[src/rtl/rv32_pkg.sv]
// rtl/rv32_pkg.sv - shared RV32I constants and the EX/MEM payload type
package rv32_pkg;

    localparam int XLEN_P  = 32;
    localparam int PC_STEP = 4;

    localparam logic [2:0] F3_BEQ  = 3'b000;
    localparam logic [2:0] F3_BNE  = 3'b001;
    localparam logic [2:0] F3_BLT  = 3'b100;
    localparam logic [2:0] F3_BGE  = 3'b101;
    localparam logic [2:0] F3_BLTU = 3'b110;
    localparam logic [2:0] F3_BGEU = 3'b111;

    typedef enum logic [3:0] {
        ALU_ADD  = 4'b0000,
        ALU_SUB  = 4'b0001,
        ALU_AND  = 4'b0010,
        ALU_OR   = 4'b0011,
        ALU_XOR  = 4'b0100,
        ALU_SLL  = 4'b0101,
        ALU_SRL  = 4'b0110,
        ALU_SRA  = 4'b0111,
        ALU_SLT  = 4'b1000,
        ALU_SLTU = 4'b1001
    } alu_sel_e;

    typedef struct packed {
        logic [XLEN_P-1:0] pc;
        logic [XLEN_P-1:0] result;
        logic [XLEN_P-1:0] store_data;
        logic [4:0]        rd;
        logic              reg_write;
        logic              mem_read;
        logic              mem_write;
    } ex_mem_payload_t;

endpackage

[src/rtl/ex_mem_stage_if.sv]
// rtl/ex_mem_stage_if.sv - EX/MEM boundary bundle; EX_MISALIGN_TRAP_EN adds mem_misalign
interface ex_mem_stage_if #(parameter int XLEN = 32);

    logic            ex_valid;
    logic            ex_ready;
    logic [XLEN-1:0] ex_pc;
    logic [XLEN-1:0] ex_imm;
    logic [2:0]      ex_funct3;
    logic            ex_is_branch;
    logic            ex_is_jal;
    logic            ex_is_jalr;
    logic [4:0]      ex_rd;
    logic            ex_reg_write;
    logic            ex_mem_read;
    logic            ex_mem_write;
    logic [XLEN-1:0] ex_store_data;
    logic [XLEN-1:0] alu_result;
    logic            alu_z;
    logic            alu_n;
    logic            ex_flush;
    logic            mem_stall;
    logic            redirect_valid;
    logic [XLEN-1:0] redirect_pc;
    logic            mem_valid;
    logic [XLEN-1:0] mem_pc;
    logic [XLEN-1:0] mem_alu_result;
    logic [XLEN-1:0] mem_store_data;
    logic [4:0]      mem_rd;
    logic            mem_reg_write;
    logic            mem_mem_read;
    logic            mem_mem_write;
`ifdef EX_MISALIGN_TRAP_EN
    logic            mem_misalign;
`endif

    modport master (
        output ex_valid, ex_pc, ex_imm, ex_funct3, ex_is_branch, ex_is_jal, ex_is_jalr,
               ex_rd, ex_reg_write, ex_mem_read, ex_mem_write, ex_store_data,
               alu_result, alu_z, alu_n, ex_flush, mem_stall,
        input  ex_ready, redirect_valid, redirect_pc, mem_valid, mem_pc, mem_alu_result,
               mem_store_data, mem_rd, mem_reg_write, mem_mem_read, mem_mem_write
`ifdef EX_MISALIGN_TRAP_EN
        , input mem_misalign
`endif
    );

    modport slave (
        input  ex_valid, ex_pc, ex_imm, ex_funct3, ex_is_branch, ex_is_jal, ex_is_jalr,
               ex_rd, ex_reg_write, ex_mem_read, ex_mem_write, ex_store_data,
               alu_result, alu_z, alu_n, ex_flush, mem_stall,
        output ex_ready, redirect_valid, redirect_pc, mem_valid, mem_pc, mem_alu_result,
               mem_store_data, mem_rd, mem_reg_write, mem_mem_read, mem_mem_write
`ifdef EX_MISALIGN_TRAP_EN
        , output mem_misalign
`endif
    );

endinterface

[src/rtl/branch_cond.sv]
// rtl/branch_cond.sv - maps funct3 and the ALU SUB flags to a branch-taken decision
module branch_cond
    import rv32_pkg::*;
(
    input  logic [2:0] funct3,
    input  logic       z,
    input  logic       n,
    output logic       taken
);

    // N already reflects signed or unsigned compare, chosen upstream from funct3[1]
    always_comb begin
        taken = 1'b0;
        case (funct3)
            F3_BEQ:           taken = z;
            F3_BNE:           taken = ~z;
            F3_BLT, F3_BLTU:  taken = n;
            F3_BGE, F3_BGEU:  taken = ~n;
            default:          taken = 1'b0;
        endcase
    end

endmodule

[src/rtl/ex_mem_stage.sv]
// rtl/ex_mem_stage.sv - branch resolution, redirect and EX/MEM register; EX_MISALIGN_TRAP_EN traps bad targets
module ex_mem_stage
    import rv32_pkg::*;
#(
    parameter int          XLEN     = 32,
    parameter logic [31:0] PC_RESET = 32'h0000_0000
) (
    input  logic           clk,
    input  logic           rst,
    ex_mem_stage_if.slave  bus
);

    logic            taken;
    logic            fire;
    logic            is_cf;
    logic            misalign;
    logic            is_jump;
    logic [XLEN-1:0] br_target;
    logic [XLEN-1:0] target;
    logic [XLEN-1:0] link;
    logic [XLEN-1:0] wb_value;

    ex_mem_payload_t mem_q;
    logic            mem_valid_q;

    branch_cond u_branch_cond (
        .funct3 (bus.ex_funct3),
        .z      (bus.alu_z),
        .n      (bus.alu_n),
        .taken  (taken)
    );

    assign fire      = bus.ex_valid & ~bus.mem_stall & ~bus.ex_flush;
    assign is_jump   = bus.ex_is_jal | bus.ex_is_jalr;
    assign is_cf     = is_jump | (bus.ex_is_branch & taken);
    assign br_target = bus.ex_pc + bus.ex_imm;
    assign target    = bus.ex_is_jalr ? (bus.alu_result & {{(XLEN-1){1'b1}}, 1'b0}) : br_target;
    assign link      = bus.ex_pc + XLEN'(PC_STEP);

`ifdef EX_MISALIGN_TRAP_EN
    logic mem_misalign_q;
    assign misalign         = is_cf & target[1];
    assign bus.mem_misalign = mem_misalign_q;
`else
    assign misalign = 1'b0;
`endif

    // A faulting target rides down the pipe in place of the link value
    assign wb_value = misalign ? target : (is_jump ? link : bus.alu_result);

    assign bus.ex_ready       = ~bus.mem_stall;
    assign bus.redirect_valid = ~rst & fire & is_cf & ~misalign;
    assign bus.redirect_pc    = rst ? XLEN'(PC_RESET) : target;

    always_ff @(posedge clk) begin
        if (rst) begin
            mem_valid_q <= 1'b0;
            mem_q       <= '0;
`ifdef EX_MISALIGN_TRAP_EN
            mem_misalign_q <= 1'b0;
`endif
        end else if (!bus.mem_stall) begin
            if (bus.ex_flush || !bus.ex_valid) begin
                mem_valid_q     <= 1'b0;
                mem_q.reg_write <= 1'b0;
                mem_q.mem_read  <= 1'b0;
                mem_q.mem_write <= 1'b0;
`ifdef EX_MISALIGN_TRAP_EN
                mem_misalign_q  <= 1'b0;
`endif
            end else begin
                mem_valid_q      <= 1'b1;
                mem_q.pc         <= bus.ex_pc;
                mem_q.result     <= wb_value;
                mem_q.store_data <= bus.ex_store_data;
                mem_q.rd         <= bus.ex_rd;
                mem_q.reg_write  <= bus.ex_reg_write & ~bus.ex_is_branch & ~misalign;
                mem_q.mem_read   <= bus.ex_mem_read;
                mem_q.mem_write  <= bus.ex_mem_write;
`ifdef EX_MISALIGN_TRAP_EN
                mem_misalign_q   <= misalign;
`endif
            end
        end
    end

    assign bus.mem_valid      = mem_valid_q;
    assign bus.mem_pc         = mem_q.pc;
    assign bus.mem_alu_result = mem_q.result;
    assign bus.mem_store_data = mem_q.store_data;
    assign bus.mem_rd         = mem_q.rd;
    assign bus.mem_reg_write  = mem_q.reg_write;
    assign bus.mem_mem_read   = mem_q.mem_read;
    assign bus.mem_mem_write  = mem_q.mem_write;

endmodule

[src/flat_wrapper.sv]
// flat-port wrapper written by rule: the top's interface ports become plain ports
module ex_mem_stage_flat import rv32_pkg::*;
#(
    parameter int          XLEN     = 32,
    parameter logic [31:0] PC_RESET = 32'h0000_0000
)
  (clk, rst, bus_ex_valid, bus_ex_pc, bus_ex_imm, bus_ex_funct3, bus_ex_is_branch, bus_ex_is_jal, bus_ex_is_jalr, bus_ex_rd, bus_ex_reg_write, bus_ex_mem_read, bus_ex_mem_write, bus_ex_store_data, bus_alu_result, bus_alu_z, bus_alu_n, bus_ex_flush, bus_mem_stall, bus_ex_ready, bus_redirect_valid, bus_redirect_pc, bus_mem_valid, bus_mem_pc, bus_mem_alu_result, bus_mem_store_data, bus_mem_rd, bus_mem_reg_write, bus_mem_mem_read, bus_mem_mem_write);
  ex_mem_stage_if #(.XLEN(XLEN)) bus_i ();
  input  logic clk;
  input  logic rst;
  input wire logic [$bits(bus_i.ex_valid)-1:0] bus_ex_valid;
  input wire logic [$bits(bus_i.ex_pc)-1:0] bus_ex_pc;
  input wire logic [$bits(bus_i.ex_imm)-1:0] bus_ex_imm;
  input wire logic [$bits(bus_i.ex_funct3)-1:0] bus_ex_funct3;
  input wire logic [$bits(bus_i.ex_is_branch)-1:0] bus_ex_is_branch;
  input wire logic [$bits(bus_i.ex_is_jal)-1:0] bus_ex_is_jal;
  input wire logic [$bits(bus_i.ex_is_jalr)-1:0] bus_ex_is_jalr;
  input wire logic [$bits(bus_i.ex_rd)-1:0] bus_ex_rd;
  input wire logic [$bits(bus_i.ex_reg_write)-1:0] bus_ex_reg_write;
  input wire logic [$bits(bus_i.ex_mem_read)-1:0] bus_ex_mem_read;
  input wire logic [$bits(bus_i.ex_mem_write)-1:0] bus_ex_mem_write;
  input wire logic [$bits(bus_i.ex_store_data)-1:0] bus_ex_store_data;
  input wire logic [$bits(bus_i.alu_result)-1:0] bus_alu_result;
  input wire logic [$bits(bus_i.alu_z)-1:0] bus_alu_z;
  input wire logic [$bits(bus_i.alu_n)-1:0] bus_alu_n;
  input wire logic [$bits(bus_i.ex_flush)-1:0] bus_ex_flush;
  input wire logic [$bits(bus_i.mem_stall)-1:0] bus_mem_stall;
  output wire logic [$bits(bus_i.ex_ready)-1:0] bus_ex_ready;
  output wire logic [$bits(bus_i.redirect_valid)-1:0] bus_redirect_valid;
  output wire logic [$bits(bus_i.redirect_pc)-1:0] bus_redirect_pc;
  output wire logic [$bits(bus_i.mem_valid)-1:0] bus_mem_valid;
  output wire logic [$bits(bus_i.mem_pc)-1:0] bus_mem_pc;
  output wire logic [$bits(bus_i.mem_alu_result)-1:0] bus_mem_alu_result;
  output wire logic [$bits(bus_i.mem_store_data)-1:0] bus_mem_store_data;
  output wire logic [$bits(bus_i.mem_rd)-1:0] bus_mem_rd;
  output wire logic [$bits(bus_i.mem_reg_write)-1:0] bus_mem_reg_write;
  output wire logic [$bits(bus_i.mem_mem_read)-1:0] bus_mem_mem_read;
  output wire logic [$bits(bus_i.mem_mem_write)-1:0] bus_mem_mem_write;
  assign bus_i.ex_valid = bus_ex_valid;
  assign bus_i.ex_pc = bus_ex_pc;
  assign bus_i.ex_imm = bus_ex_imm;
  assign bus_i.ex_funct3 = bus_ex_funct3;
  assign bus_i.ex_is_branch = bus_ex_is_branch;
  assign bus_i.ex_is_jal = bus_ex_is_jal;
  assign bus_i.ex_is_jalr = bus_ex_is_jalr;
  assign bus_i.ex_rd = bus_ex_rd;
  assign bus_i.ex_reg_write = bus_ex_reg_write;
  assign bus_i.ex_mem_read = bus_ex_mem_read;
  assign bus_i.ex_mem_write = bus_ex_mem_write;
  assign bus_i.ex_store_data = bus_ex_store_data;
  assign bus_i.alu_result = bus_alu_result;
  assign bus_i.alu_z = bus_alu_z;
  assign bus_i.alu_n = bus_alu_n;
  assign bus_i.ex_flush = bus_ex_flush;
  assign bus_i.mem_stall = bus_mem_stall;
  assign bus_ex_ready = bus_i.ex_ready;
  assign bus_redirect_valid = bus_i.redirect_valid;
  assign bus_redirect_pc = bus_i.redirect_pc;
  assign bus_mem_valid = bus_i.mem_valid;
  assign bus_mem_pc = bus_i.mem_pc;
  assign bus_mem_alu_result = bus_i.mem_alu_result;
  assign bus_mem_store_data = bus_i.mem_store_data;
  assign bus_mem_rd = bus_i.mem_rd;
  assign bus_mem_reg_write = bus_i.mem_reg_write;
  assign bus_mem_mem_read = bus_i.mem_mem_read;
  assign bus_mem_mem_write = bus_i.mem_mem_write;
  ex_mem_stage #(.XLEN(XLEN), .PC_RESET(PC_RESET)) u_core (.clk(clk), .rst(rst), .bus(bus_i));
endmodule
[config.mk]
export PLATFORM = sky130hd
export DESIGN_NAME = ex_mem_stage_flat
export DESIGN_NICKNAME = d
export VERILOG_FILES = /design/src/rtl/rv32_pkg.sv /design/src/rtl/ex_mem_stage_if.sv /design/src/rtl/branch_cond.sv /design/src/rtl/ex_mem_stage.sv /design/src/flat_wrapper.sv
export SDC_FILE = /design/constraint.sdc
export NUM_CORES = 1
export LEC_CHECK = 0
export BUFFER_PORTS_ARGS = -buffer_cell sky130_fd_sc_hd__buf_2
export CAP_MARGIN = 20
export CORE_MARGIN = 5
export CORE_UTILIZATION = 25
export CTS_CLUSTER_DIAMETER = 100
export DETAILED_ROUTE_END_ITERATION = 6
export HOLD_SLACK_MARGIN = 0.1
export PLACE_DENSITY = 0.47
export SLEW_MARGIN = 20
export SYNTH_ARGS = -nofsm -noshare
export SYNTH_HDL_FRONTEND = slang
export SYNTH_SLANG_ARGS = --single-unit
[constraint.sdc]
create_clock -name clk -period 4.85 [get_ports clk]
set_input_delay 0.2425 -clock clk [delete_from_list [all_inputs] [get_ports clk]]
set_output_delay 0.2425 -clock clk [all_outputs]
set_load 0.01 [all_outputs]
; Yosys cells after proc, flatten, opt, wreduce, memory -nomap -nowiden
; Index checks and enable logic that the tools add are counted.
; W data, S select, Z words.
[totals]
regBits = 105
latchBits = 0
mem_bits_rw = 0
rom_bits = 0
inputBits = 149
out_inout_bits = 139
wordCells = 42
mem_count = 0
[classes]
add_sub_neg = 2
multipliers = 0
div = 0
n_lt_le_gt_ge = 0
eq_ne = 5
shift = 0
mux = 6
bitwise = 15
n_reduce_logical = 6
[op_table]
columns = operator, count
row1 = $mux W32, 3
row2 = $add A32 B3 Y32 const B, 1
row3 = $add A32 B32 Y32, 1
row4 = $eq A3 B3 Y1 const B, 4
row5 = $not A1 Y1, 7
row6 = $and A1 B1 Y1, 6
row7 = $pmux W1 S4, 1
row8 = $reduce_or A2 Y1, 2
row9 = $eq A3 B1 Y1 const B, 1
row10 = $logic_not A3 Y1, 1
row11 = $mux W3, 1
row12 = $or A1 B1 Y1, 2
row13 = $reduce_and A2 Y1, 1
row14 = $logic_not A1 Y1, 1
row15 = $logic_or A1 B1 Y1, 1
row16 = $mux W1, 1

; Logic depth before layout (Yosys ltp)
[depth]
ltp_word = 6
depth_mapped = 9
ltp_nobuf = 9

; Cells and area by module
; From an unflattened synthesis, not the netlist that was laid out.
[unflattened]
hier_cells = 923
area_unflattened_um2 = 6653.9
[modules_own_cells]
columns = mod, n_inst, cells_each, area_per_inst_um2, seq_area_each_um2
row1 = ex_mem_stage, 1, 918, 6617.6, 2102.0
row2 = branch_cond, 1, 5, 36.3, 0.0

; Worst setup path before layout
; OpenSTA, ideal clock, no wires.
[synth_timing]
kind = input -> output
start = input bus_ex_imm[0]
end = output bus_redirect_pc[16]
arrival_ps = 2406
required_ps = 4608
slack_ps = 2201
stages = 9
path_buffers = 0
cell_sequence = ha_1 > fa_1 > a211oi_1 > o21ai_2 > o2111ai_1 > a21oi_1 > or4_1 > nand3_1 > a21oi_1
[synth_via]
elab_chain_len = 3
[synth_rtl]
columns = item, line_no
row1 = from (decl), flat_wrapper.sv:13  ; input wire logic [$bits(bus_i.ex_imm)-1:0] bus_ex_imm;
row2 = $add A32 B32 Y32, ex_mem_stage.sv:36  ; assign br_target = bus.ex_pc + bus.ex_imm;
row3 = $mux W32, ex_mem_stage.sv:37  ; assign target = bus.ex_is_jalr ? (bus.alu_result & {{(XLEN-1){1'b1}}, 1'b0}) : br_target;
row4 = $mux W32, ex_mem_stage.sv:53  ; assign bus.redirect_pc = rst ? XLEN'(PC_RESET) : target;
row5 = to (decl), flat_wrapper.sv:30  ; output wire logic [$bits(bus_i.redirect_pc)-1:0] bus_redirect_pc;
; No other way between the ends.

; Worst setup path in the final report
[layout_timing]
start = input bus_ex_pc[0]
end = output bus_redirect_pc[16]
[layout_via]
elab_chain_len = 3
[layout_rtl]
columns = item, line_no
row1 = from (decl), flat_wrapper.sv:12  ; input wire logic [$bits(bus_i.ex_pc)-1:0] bus_ex_pc;
row2 = $add A32 B32 Y32, ex_mem_stage.sv:36
row3 = $mux W32, ex_mem_stage.sv:37
row4 = $mux W32, ex_mem_stage.sv:53
; No other way between the ends.

==> impl_table.tex <==
\begin{tabular}{lr}
\hline
Metric & Value \\
\hline
\multicolumn{2}{l}{\textbf{Timing}} \\
Final total negative setup slack & 0 ns \\
Period utilisation layout & 0.701 \\
Number of pins exceeding their max-slew limit in the final report & 0 \\
Final setup viols & 0 \\
Setup repair after global routing missed its margin & no \\
Clock period minus worst slack & 3.40 ns \\
Clk\_skew & 0 ns \\
Fmax achieved & 294 MHz \\
Hold Violations, Final & 0 \\
Max transition margin & 0.461 \\
Transition time of the tightest slew-check pin & 0.808 ns \\
\multicolumn{2}{l}{\textbf{GRT}} \\
Maximum number of pins on one net before global-route repair & 72 \\
First-pass GRT wire length & 42.6 mm \\
Via count of the first global-routing pass & 7438 \\
Total routing usage reported by global routing & 0.183 \\
Initial antenna violation count & 4 \\
Total overflow reported by the global router & 0 \\
\multicolumn{2}{l}{\textbf{Die}} \\
Die area & 29700 µm² \\
Core area & 26100 µm² \\
Initial Util & 0.253 \\
Top-level I/O count & 288 \\
Standard-cell rows & 59 \\
Horizontal die dimension & 172 µm \\
Die boundary height & 172 µm \\
\multicolumn{2}{l}{\textbf{Route}} \\
Via density per instance & 4.99 \\
Detailed Route Iter0 Violations & 467 \\
Wire length per cell after detailed routing & 18.7 µm \\
Total number of vias & 7566 \\
Detailed-route DRC error count & 0 \\
Iteration count of the initial detailed-routing pass & 5 \\
Wire length reported by the detailed router & 28.4 mm \\
Antenna Violating Nets Remaining & 0 \\
\multicolumn{2}{l}{\textbf{Clock network}} \\
Number of buffers inserted during clock tree synthesis & 9 \\
H-tree depth reported by CTS & 3 \\
Root buffer cell & sky130\_fd\_sc\_hd\_\_clkbuf\_16 \\
Clock tree from TritonCTS & yes \\
Clk Latency, worst-skew pair & 0.36 ns \\
Clock-pin slew on the worst setup and hold paths & 0.08 ns \\
Worst-case clock buffer depth & 2 \\
Sinks on the clock net & 105 \\
Number of setup buffers added after CTS & 0 \\
\multicolumn{2}{l}{\textbf{Worst setup path}} \\
Type of the worst setup path & input port to primary output \\
Critical path startpoint category & input port \\
Critical Path Start & bus\_ex\_pc[0] \\
Beginning of the worst register-to-register path & u\_core.bus.mem\_alu\_result[3] \\
Largest driver fanout on the critical path & 4 \\
R2R setup slack & 4.14 ns \\
Critical path destination & bus\_redirect\_pc[16] \\
FF-to-FF path depth & 2 \\
Endpoint arrival time on the critical path & 3.16 ns \\
Capturing point of the worst reg2reg path & u\_core.bus.mem\_alu\_result[3] \\
Worst path required time & 4.61 ns \\
Kind of capture point of the worst setup path & primary output \\
\multicolumn{2}{l}{\textbf{Cells and area}} \\
Most frequent standard cell in the layout excluding fill and tap cells & sky130\_fd\_sc\_hd\_\_buf\_2 \\
Area growth from synthesis to layout & 33.1\% \\
Most frequent cells in the layout & sky130\_fd\_sc\_hd\_\_buf\_2, sky130\_fd\_sc\_hd\_\_nand2\_1, sky130\_fd\_sc\_hd\_\_a21oi\_1 \\
Post-layout nets & 1357 \\
Number of non-filler instances in the completed layout & 1517 \\
Final instance area & 8780 µm² \\
Utilization after layout & 0.337 \\
Share of cells above drive strength 1 & 0.275 \\
\multicolumn{2}{l}{\textbf{Yosys}} \\
Number of flip-flops and latches in the synthesized netlist & 105 \\
Post-synthesis average cell area & 7.23 µm² \\
Warnings, synthesis & 0 \\
Synthesized netlist cell count & 912 \\
Area share of fa/ha/maj cells after synthesis & 0.0637 \\
Share of the synthesized netlist area taken by xor and xnor gates & 0.0637 \\
Portion of netlist area occupied by mux cells & 0.00303 \\
Synth Flop Type & sky130\_fd\_sc\_hd\_\_dfxtp\_1 \\
Post-Synthesis Cell Area & 6600 µm² \\
Number of unique standard cell types used by synthesis & 62 \\
Async SR Flop Fraction & 0 \\
Number of nets in the synthesized netlist & 1094 \\
Synth Area in Compound Gates & 0.253 \\
Post-synthesis simple-gate area fraction & 0.255 \\
EDFF count, synth & 0 \\
Share of the yosys chip area belonging to registers & 0.319 \\
Largest family of logic cells by synthesized area & simple AND/OR/NAND/NOR gates \\
\multicolumn{2}{l}{\textbf{Pwr}} \\
Switching Fraction & 0.349 \\
Sum of internal, switching and leakage power & 2.32 mW \\
Largest voltage drop on the vdd net & 0.000207 V \\
Combinational fraction of design power & 0.264 \\
Sequential cell fraction of total power & 0.391 \\
Net load switching power & 0.809 mW \\
Proportion of power drawn by the clock network & 0.345 \\
Cell-internal power & 1.51 mW \\
Areal power density over the cells & 264 nW/µm² \\
Leakage power & 3.88 nW \\
\multicolumn{2}{l}{\textbf{Worst hold path}} \\
Type of the worst min-delay path & input port to flip-flop \\
\multicolumn{2}{l}{\textbf{Place}} \\
Total placed instance area & 8290 µm² \\
Placed cells & 1482 \\
Count of input and output buffers & 287 \\
Placer's final routability congestion estimate & 0.847 \\
HPWL after detailed placement & 21.5 mm \\
\multicolumn{2}{l}{\textbf{Status}} \\
Run status & completed \\
\multicolumn{2}{l}{\textbf{Job}} \\
Max cap viols & 0 \\
\hline
\end{tabular}
[metrics by stage]
| stage | setup WS, ns | hold WS (ns) |
|---|---|---|
| floorplan | 2.20 | 0.375 |
| global placement | 1.45 | 0.439 |
| detailed placement | 1.45 | 0.443 |
| CTS | 1.42 | 0.100 |
| global route | 1.27 | 0.104 |
| finish | 1.45 | 0.113 |
[worst min path at each step]
| stage | from | cells after the start | endpoint |
|---|---|---|---|
| floorplan | bus_mem_stall | 2 | u_core.bus.mem_reg_write |
| global placement | u_core.bus.mem_store_data[28] | 2 | u_core.bus.mem_store_data[28] |
| detailed placement | u_core.bus.mem_alu_result[4] | 2 | u_core.bus.mem_alu_result[4] |
| CTS | bus_ex_store_data[27] | 3 | u_core.bus.mem_store_data[27] |
| global route | bus_ex_store_data[30] | 3 | u_core.bus.mem_store_data[30] |
| finish | bus_ex_store_data[27] | 3 | u_core.bus.mem_store_data[27] |
[layer usage]
layer,up-vias,track usage,part of all wire
met2,281,0.295,0.45
met5,-,0,0.00025
li1,3753,-,-
met4,2,0.0410,0.017
met1,3501,0.246,0.45
met3,29,0.0469,0.084
[synth_stat cells, drive strengths merged, types with 4 or more instances]
master | instances | share of area
o221ai | 9 | 0.012
buf | 9 | 0.0064
o211ai | 8 | 0.0091
nand2b | 4 | 0.0038
dfxtp | 105 | 0.32
or3 | 6 | 0.0057
a21boi | 5 | 0.0063
and4 | 7 | 0.0095
nor3 | 14 | 0.011
a211oi | 15 | 0.017
o21ai | 26 | 0.020
and3 | 9 | 0.0085
nand3 | 23 | 0.017
nand2 | 231 | 0.13
nand4 | 18 | 0.017
a211o | 5 | 0.0066
ha | 32 | 0.061
a21o | 12 | 0.014
clkbuf | 49 | 0.028
o31ai | 4 | 0.0053
xnor2 | 26 | 0.035
o21a | 8 | 0.0091
and2 | 7 | 0.0068
a31oi | 12 | 0.011
nor2 | 62 | 0.038
inv | 12 | 0.0068
xor2 | 22 | 0.029
a21oi | 131 | 0.099
[what timing repair did]
action / 4_1_cts / 5_1_grt
setup endpoints to repair: 0 / 0
gates resized for setup: 0 / 0
hold buffers: 17 / 0
endpoints found under the hold margin: 17 / 0
[cells by family after synthesis]
logic type | after synthesis
and+or+nand+nor | 387
buffers and inverters | 71
AOI/OAI and AO/OA | 266
muxes | 2
xor gates and xnor gates | 48
DFF | 105
adders and majority gates | 33
[critical path: stages]
cell and delay, ns:
sky130_fd_sc_hd__buf_2 0.12, sky130_fd_sc_hd__ha_1 0.23, sky130_fd_sc_hd__fa_1 0.44, sky130_fd_sc_hd__a211oi_1 0.32, sky130_fd_sc_hd__o21ai_2 0.16, sky130_fd_sc_hd__o2111ai_1 0.47, sky130_fd_sc_hd__a21oi_1 0.26, sky130_fd_sc_hd__or4_1 0.51
sky130_fd_sc_hd__nand3_1 0.12, sky130_fd_sc_hd__a21oi_1 0.10, sky130_fd_sc_hd__buf_2 0.18
[power by group through the flow]
stage | sequential [mW] | clock, mW | combinational (mW)
CTS | 0.906 | 0.835 | 0.616
floorplan | 0.941 | 0 | 0.335
global route | 0.910 | 0.857 | 0.680
global placement | 0.925 | 0 | 0.603
finish | 0.906 | 0.798 | 0.612
detailed placement | 0.926 | 0 | 0.601
[final cells by class]
| class | count | area [µm²] |
|---|---|---|
| Clock inverter | 7 | 91.3 |
| Inverter | 12 | 45.0 |
| Fill cell | 2885 | 17300 |
| Sequential cell | 105 | 2100 |
| Clock buffer | 9 | 225 |
| Multi-Input combinational cell | 736 | 4230 |
| Antenna cell | 2 | 5.00 |
| Timing Repair Buffer | 311 | 1660 |
| Tap cell | 335 | 419 |
[sequential cells by signal, summed over array words and instances, names as in the netlist]
register	count
u_core.bus.mem_mem_read	1
u_core.bus.mem_mem_write	1
u_core.bus.mem_alu_result	32
u_core.bus.mem_valid	1
u_core.bus.mem_reg_write	1
u_core.bus.mem_store_data	32
u_core.bus.mem_rd	5
u_core.bus.mem_pc	32
Power figures use the tool's default switching activity.
